--- config.mk ---
export PLATFORM = sky130hd
export DESIGN_NAME = imm_instr_encoder
export DESIGN_NICKNAME = d
export VERILOG_FILES = /design/src/rtl/imm_instr_encoder_pkg.sv /design/src/rtl/imm_instr_encoder_sync_fifo.sv /design/src/rtl/imm_instr_encoder.sv
export SDC_FILE = /design/constraint.sdc
export NUM_CORES = 1
export LEC_CHECK = 0
export BUFFER_PORTS_ARGS = -buffer_cell sky130_fd_sc_hd__buf_4
export CORE_MARGIN = 2
export CORE_UTILIZATION = 30
export CTS_BUF_LIST = sky130_fd_sc_hd__clkbuf_4
export CTS_CLUSTER_DIAMETER = 120
export DETAILED_ROUTE_END_ITERATION = 7
export PLACE_DENSITY = 0.54
export SETUP_SLACK_MARGIN = 0.02
export SLEW_MARGIN = 20
export SYNTH_ARGS = -nofsm -noshare
export SYNTH_HDL_FRONTEND = slang
export SYNTH_SLANG_ARGS = --single-unit
--- constraint.sdc ---
create_clock -name clk -period 6.1 [get_ports clk]
set_clock_uncertainty 0.1 [all_clocks]
set_input_delay 0.305 -clock clk [delete_from_list [all_inputs] [get_ports clk]]
set_output_delay 0.305 -clock clk [all_outputs]
set_load 0.02 [all_outputs]
--- src/rtl/imm_instr_encoder_pkg.sv ---
// Shared definitions for the immediate encoder and the pipeline's immediate extractor.
// Both ends use the same opcode[6:5] format map.
package imm_instr_encoder_pkg;

    localparam logic [1:0] FMT_I = 2'b00;
    localparam logic [1:0] FMT_S = 2'b01;
    localparam logic [1:0] FMT_B = 2'b11;

    localparam int INSTR_W = 32;

    typedef struct packed {
        logic               err;
        logic [INSTR_W-1:0] instr;
    } fifo_entry_t;

    // A 64-bit immediate fits signed 12 bits when bits [63:11] are a pure sign extension.
    function automatic logic imm_fits_12(input logic [63:0] imm);
        return (&imm[63:11]) || !(|imm[63:11]);
    endfunction

endpackage

--- src/rtl/imm_instr_encoder_sync_fifo.sv ---
// Single-clock FIFO with an occupancy counter; the read port shows zero while empty.
// DEPTH must be a power of two so the pointers wrap by natural overflow.
module sync_fifo #(
    parameter int WIDTH = 33,
    parameter int DEPTH = 4
) (
    input  logic             clk,
    input  logic             reset,
    input  logic             wr_en,
    input  logic [WIDTH-1:0] wr_data,
    input  logic             rd_en,
    output logic [WIDTH-1:0] rd_data,
    output logic             full,
    output logic             empty
);

    localparam int PTR_W = $clog2(DEPTH);

    logic [PTR_W-1:0] wr_ptr_q, wr_ptr_d;
    logic [PTR_W-1:0] rd_ptr_q, rd_ptr_d;
    logic [PTR_W:0]   count_q, count_d;
    logic [WIDTH-1:0] mem_q [DEPTH];
    logic [WIDTH-1:0] mem_d [DEPTH];
    logic             do_wr;
    logic             do_rd;

    assign full    = (count_q == (PTR_W+1)'(DEPTH));
    assign empty   = (count_q == '0);
    assign do_wr   = wr_en && !full;
    assign do_rd   = rd_en && !empty;
    assign rd_data = empty ? '0 : mem_q[rd_ptr_q];

    always_comb begin
        // NOTE: every signal gets a default first so no path leaves it unassigned (no latch).
        wr_ptr_d = wr_ptr_q;
        rd_ptr_d = rd_ptr_q;
        count_d  = count_q;
        mem_d    = mem_q;
        if (do_wr) begin
            mem_d[wr_ptr_q] = wr_data;
            wr_ptr_d        = wr_ptr_q + 1'b1;
        end
        if (do_rd) begin
            rd_ptr_d = rd_ptr_q + 1'b1;
        end
        case ({do_wr, do_rd})
            2'b10:   count_d = count_q + 1'b1;
            2'b01:   count_d = count_q - 1'b1;
            default: count_d = count_q;
        endcase
    end

    always_ff @(posedge clk) begin
        // NOTE: state registers use non-blocking assignments so all flops update together.
        if (reset) begin
            wr_ptr_q <= '0;
            rd_ptr_q <= '0;
            count_q  <= '0;
        end else begin
            wr_ptr_q <= wr_ptr_d;
            rd_ptr_q <= rd_ptr_d;
            count_q  <= count_d;
        end
    end

    // NOTE: storage is not reset; empty masks stale contents and this keeps it plain RAM.
    always_ff @(posedge clk) begin
        mem_q <= mem_d;
    end

endmodule

--- src/rtl/imm_instr_encoder.sv ---
// Packs opcode, register fields and an immediate into an I/S/B-type word, queues it,
// and tags the queue head with a sequential word address.
module imm_instr_encoder
    import imm_instr_encoder_pkg::*;
#(
    parameter int FIFO_DEPTH = 4,
    parameter int ADDR_W     = 8
) (
    input  logic              clk,
    input  logic              reset,
    input  logic              in_valid,
    output logic              in_ready,
    input  logic [6:0]        in_opcode,
    input  logic [4:0]        in_rd,
    input  logic [4:0]        in_rs1,
    input  logic [4:0]        in_rs2,
    input  logic [2:0]        in_funct3,
    input  logic [63:0]       in_imm,
    output logic              out_valid,
    input  logic              out_ready,
    output logic [31:0]       out_instr,
    output logic [ADDR_W-1:0] out_addr,
    output logic              out_err,
    output logic [7:0]        err_count
);

    fifo_entry_t       enc_entry;
    fifo_entry_t       head_entry;
    logic              fifo_full;
    logic              fifo_empty;
    logic              accept;
    logic              dequeue;
    logic [11:0]       imm12;
    logic [ADDR_W-1:0] addr_q, addr_d;
    logic [7:0]        err_count_q, err_count_d;

    assign imm12   = in_imm[11:0];
    assign accept  = in_valid && !fifo_full;
    assign dequeue = !fifo_empty && out_ready;

    // B-type immediates arrive in halfword units, so imm12[0] already lands in word bit 8.
    always_comb begin
        enc_entry = '0;
        case (in_opcode[6:5])
            FMT_I: enc_entry.instr = {imm12, in_rs1, in_funct3, in_rd, in_opcode};
            FMT_S: enc_entry.instr = {imm12[11:5], in_rs2, in_rs1, in_funct3,
                                      imm12[4:0], in_opcode};
            FMT_B: enc_entry.instr = {imm12[11], imm12[9:4], in_rs2, in_rs1, in_funct3,
                                      imm12[3:0], imm12[10], in_opcode};
            default: enc_entry.err = 1'b1;
        endcase
        if (!imm_fits_12(in_imm)) begin
            enc_entry.err = 1'b1;
        end
        if (enc_entry.err) begin
            enc_entry.instr = '0;
        end
    end

    always_comb begin
        addr_d      = addr_q;
        err_count_d = err_count_q;
        if (dequeue) begin
            addr_d = addr_q + 1'b1;
        end
        if (accept && enc_entry.err && (err_count_q != 8'hFF)) begin
            err_count_d = err_count_q + 1'b1;
        end
    end

    always_ff @(posedge clk) begin
        if (reset) begin
            addr_q      <= '0;
            err_count_q <= '0;
        end else begin
            addr_q      <= addr_d;
            err_count_q <= err_count_d;
        end
    end

    sync_fifo #(
        .WIDTH ($bits(fifo_entry_t)),
        .DEPTH (FIFO_DEPTH)
    ) u_fifo (
        .clk     (clk),
        .reset   (reset),
        .wr_en   (accept),
        .wr_data (enc_entry),
        .rd_en   (dequeue),
        .rd_data (head_entry),
        .full    (fifo_full),
        .empty   (fifo_empty)
    );

    assign in_ready  = !fifo_full;
    assign out_valid = !fifo_empty;
    assign out_instr = head_entry.instr;
    assign out_err   = head_entry.err;
    assign out_addr  = addr_q;
    assign err_count = err_count_q;

endmodule

==> impl_results.md <==
- CP max FO: 20
- Largest net degree at the start of global routing: 36
- Filler instances: 2088
- GRT Total Usage: a little over an eighth
- Fin crit period: 3090 ps
- Worst-case reg-to-reg path depth: 9
- Post-route DRC: 0
- Max Cap Violations: 0
- RR Endpoint: u_fifo.count_q[2]
- Drt first pass iters: 4
- Syn_area_per_cell: 15.4 um^2
- DRT Wirelength: 15700 um
- Outcome: finished clean
- Max_slew headroom: 31.7%
- Clock transition at path regs: 140 ps
- ANT cells: 0
- Post-synth EDFFs: 132
- Die Area: between 20000 and 25000 um^2
- Global route total overflow: 0
- CP Class: flip-flop to primary output
- Fin Setup TNS: 0 ps
- Post_cts resized: 0
- Final ANT Viol Nets: 0
- R2R Setup Slk: 3290 ps
- WHS Path Cells: 2
- Synth Instances: ~440
- Ys async rst share: 0%
- Synth Flop Type: edfxtp_1
- FMAX: 324 MHz
- DP HPWL: 10200 um
- Fin. max-slew vios: 0
- Final Total Pwr: between 0.002 and 0.003 W
- Final hold vios: 0
- Clk buf depth: 2
- Worst IR drop on VDD: about 0.095 mV
- Root Buffer: clkbuf_4
- I/O pin count: 144
- Vias: 4360
- Final net count: about 700
- WP data required: 5690 ps
- Vias per inst: 4.92
- Skew-Pair Late Insertion Delay: about 530 ps
- Arrival time of the worst setup path: 2690 ps
- Layout cells sized above 1: 37.4%
- Initial DRC Count: 294
- First-pass GRT wire length: ~24000 um
- Netlist cell types: 44
- Endpoints failing setup: 0
- Rows: 54
- Num CTS Buffers: 17
- Yosys warning total: 0
- Hold worst-path end: u_fifo.mem_q[122]
- Yosys reg bits: roughly 160
- CP Capture Type: primary output
- Final core utilization: 38.8%
- HP Start: in_rs2[3]
- Vias in the first global route: 4676
- Cell Pwr Density: 347 nW/um^2
- Hold WS: approximately 48 ps
- Initial antenna violation count: 0
- Clock Sinks: 155
- H-tree depth: 4
- Leakage: roughly 3.2 nW
- Synthesized area: 6760 um^2
- WL/cell: 17.7 um
- R2r startpoint: u_fifo.count_q[0]
- Area grow syn2layout: 26.0%
- Die height: 154 um
- Worst setup SP type: flip-flop
- Placer Congestion: roughly 0.78
- Syn_nets: 539
- RSZ-0062 raised after global routing: no
- Initial Util: 30.8%
- PortBufs: between 100 and 150
- Min-Delay Path Class: input port to flip-flop
- Final period util: between 50% and 60%
- Core Box Area: 22000 um^2
- DIE WIDTH: 154 um
- Seq/Total Area, Yosys: 65.5%
- CTS tree: built
- Worst slew pin tran: 1020 ps
## timing repair
| item | in CTS | in global routing |
|---|---|---|
| hold buffers | 15 | 0 |
| buffers inserted | 0 | 0 |
| endpoints found under the hold margin | 69 | 0 |
## worst max-delay path, stage by stage, from the launching register on
cell	delay (ps)
dfxtp_2	730
buf_4	500
mux4_2	570
and2_1	180
buf_4	150
## state kept, by name (all words and copies together), names as in the netlist
signal,flops
u_fifo.count_q,3
err_count,8
u_fifo.wr_ptr_q,2
u_fifo.mem_q,132
out_addr,8
u_fifo.rd_ptr_q,2
## cell families (layout without fill, tap and decap cells)
family | Yosys count | after routing | synth area share [%]
XOR/XNOR | 12 | 12 | 1.56
multiplexers | 40 | 40 | 12.1
AO/OA/AOI/OAI | 31 | 31 | 3.54
adder cells (fa/ha/maj) | 8 | 8 | 1.59
AND/OR/NAND/NOR | 160 | 160 | 13.5
buffers and inverters | 32 | 201 | 2.24
flip-flops | 155 | 155 | 65.5
## through the flow
stage               instances  worst slack [ps]  area (um^2)
global placement          840              3340         8090
finish                    887              3010         8510
detailed placement        840              3260         8090
global route              887              2710         8510
CTS                       887              2840         8510
floorplan                 438              3630         6760
## final cells by class
cell class / count / area [um^2] / area share, %
timing repair buffer: 160 / 1240 / 14.6
clock buffer: 20 / 150 / 1.76
inverter: 9 / 33.8 / 0.397
multi-input combinational: 251 / 2190 / 25.7
tap: 280 / 350 / 4.12
sequential: 155 / 4430 / 52.0
clock inverter: 12 / 125 / 1.47
## worst max-delay path by stage
stage                                  start                end  slack [ps]  cells after the start
after global routing      u_fifo.rd_ptr_q[0]      out_instr[23]        2710                      4
after floorplan            u_fifo.count_q[0]  u_fifo.count_q[2]        3630                     11
after global placement            in_imm[12]       err_count[5]        3340                      7
after detailed placement          in_imm[17]       err_count[5]        3260                      7
final                     u_fifo.rd_ptr_q[0]       out_instr[8]        3010                      4
after CTS                 u_fifo.rd_ptr_q[0]      out_instr[23]        2840                      4
## cell usage after synthesis, drive strengths merged (6+ instances only)
library cell / instances / share of area (%)
edfxtp: 132 / 59
and2: 51 / 4.8
mux4: 33 / 11
nor2: 29 / 1.8
dfxtp: 23 / 6.8
nand4: 18 / 1.7
nand2: 16 / 0.89
nor4: 16 / 1.6
clkbuf: 14 / 0.80
buf: 9 / 0.94
nand3: 9 / 0.67
a21oi: 8 / 0.59
inv: 8 / 0.44
xor2: 8 / 1.0
and3: 7 / 0.65
ha: 7 / 1.3
a22o: 6 / 0.78
## metal layers
| layer | wire length, um | vias up | global-route usage (%) | share of wire [%] |
|---|---|---|---|---|
| met5 | 0 | - | 0 | 0 |
| met4 | 188 | 0 | 4.67 | 1.2 |
| met3 | 752 | 16 | 3.10 | 4.8 |
| met2 | 7650 | 150 | 22.7 | 49 |
| met1 | 7130 | 2171 | 17.3 | 45 |
| li1 | - | 2023 | - | - |
## report_power, final
part / internal (W) / switching (W)
logic: 0.000480 / 0.000543
clock network: 0.000253 / 0.000353
registers: 0.00125 / 0.0000751
total: 0.00198 / 0.000971
## placed cells by master, fill, tap and decap left out, types with 4 or more instances in the layout
cell,synthesis,final
and3_2,0,4
mux4_2,33,33
mux2i_1,5,5
nor4_1,15,15
nand2_1,16,16
ha_1,7,7
or3_1,4,4
xnor2_1,4,4
a22o_1,6,6
and2_1,50,50
a32o_2,4,4
xor2_1,8,8
clkbuf_4,0,20
nand3_1,9,9
edfxtp_1,132,132
o21ai_0,4,4
nand4_1,18,18
dfxtp_1,23,21
buf_4,0,145
clkinvlp_4,0,5
dlygate4sd3_1,0,15
inv_1,8,8
nor2_1,27,27
a21oi_1,8,8
(Power assumes the default switching activity.)
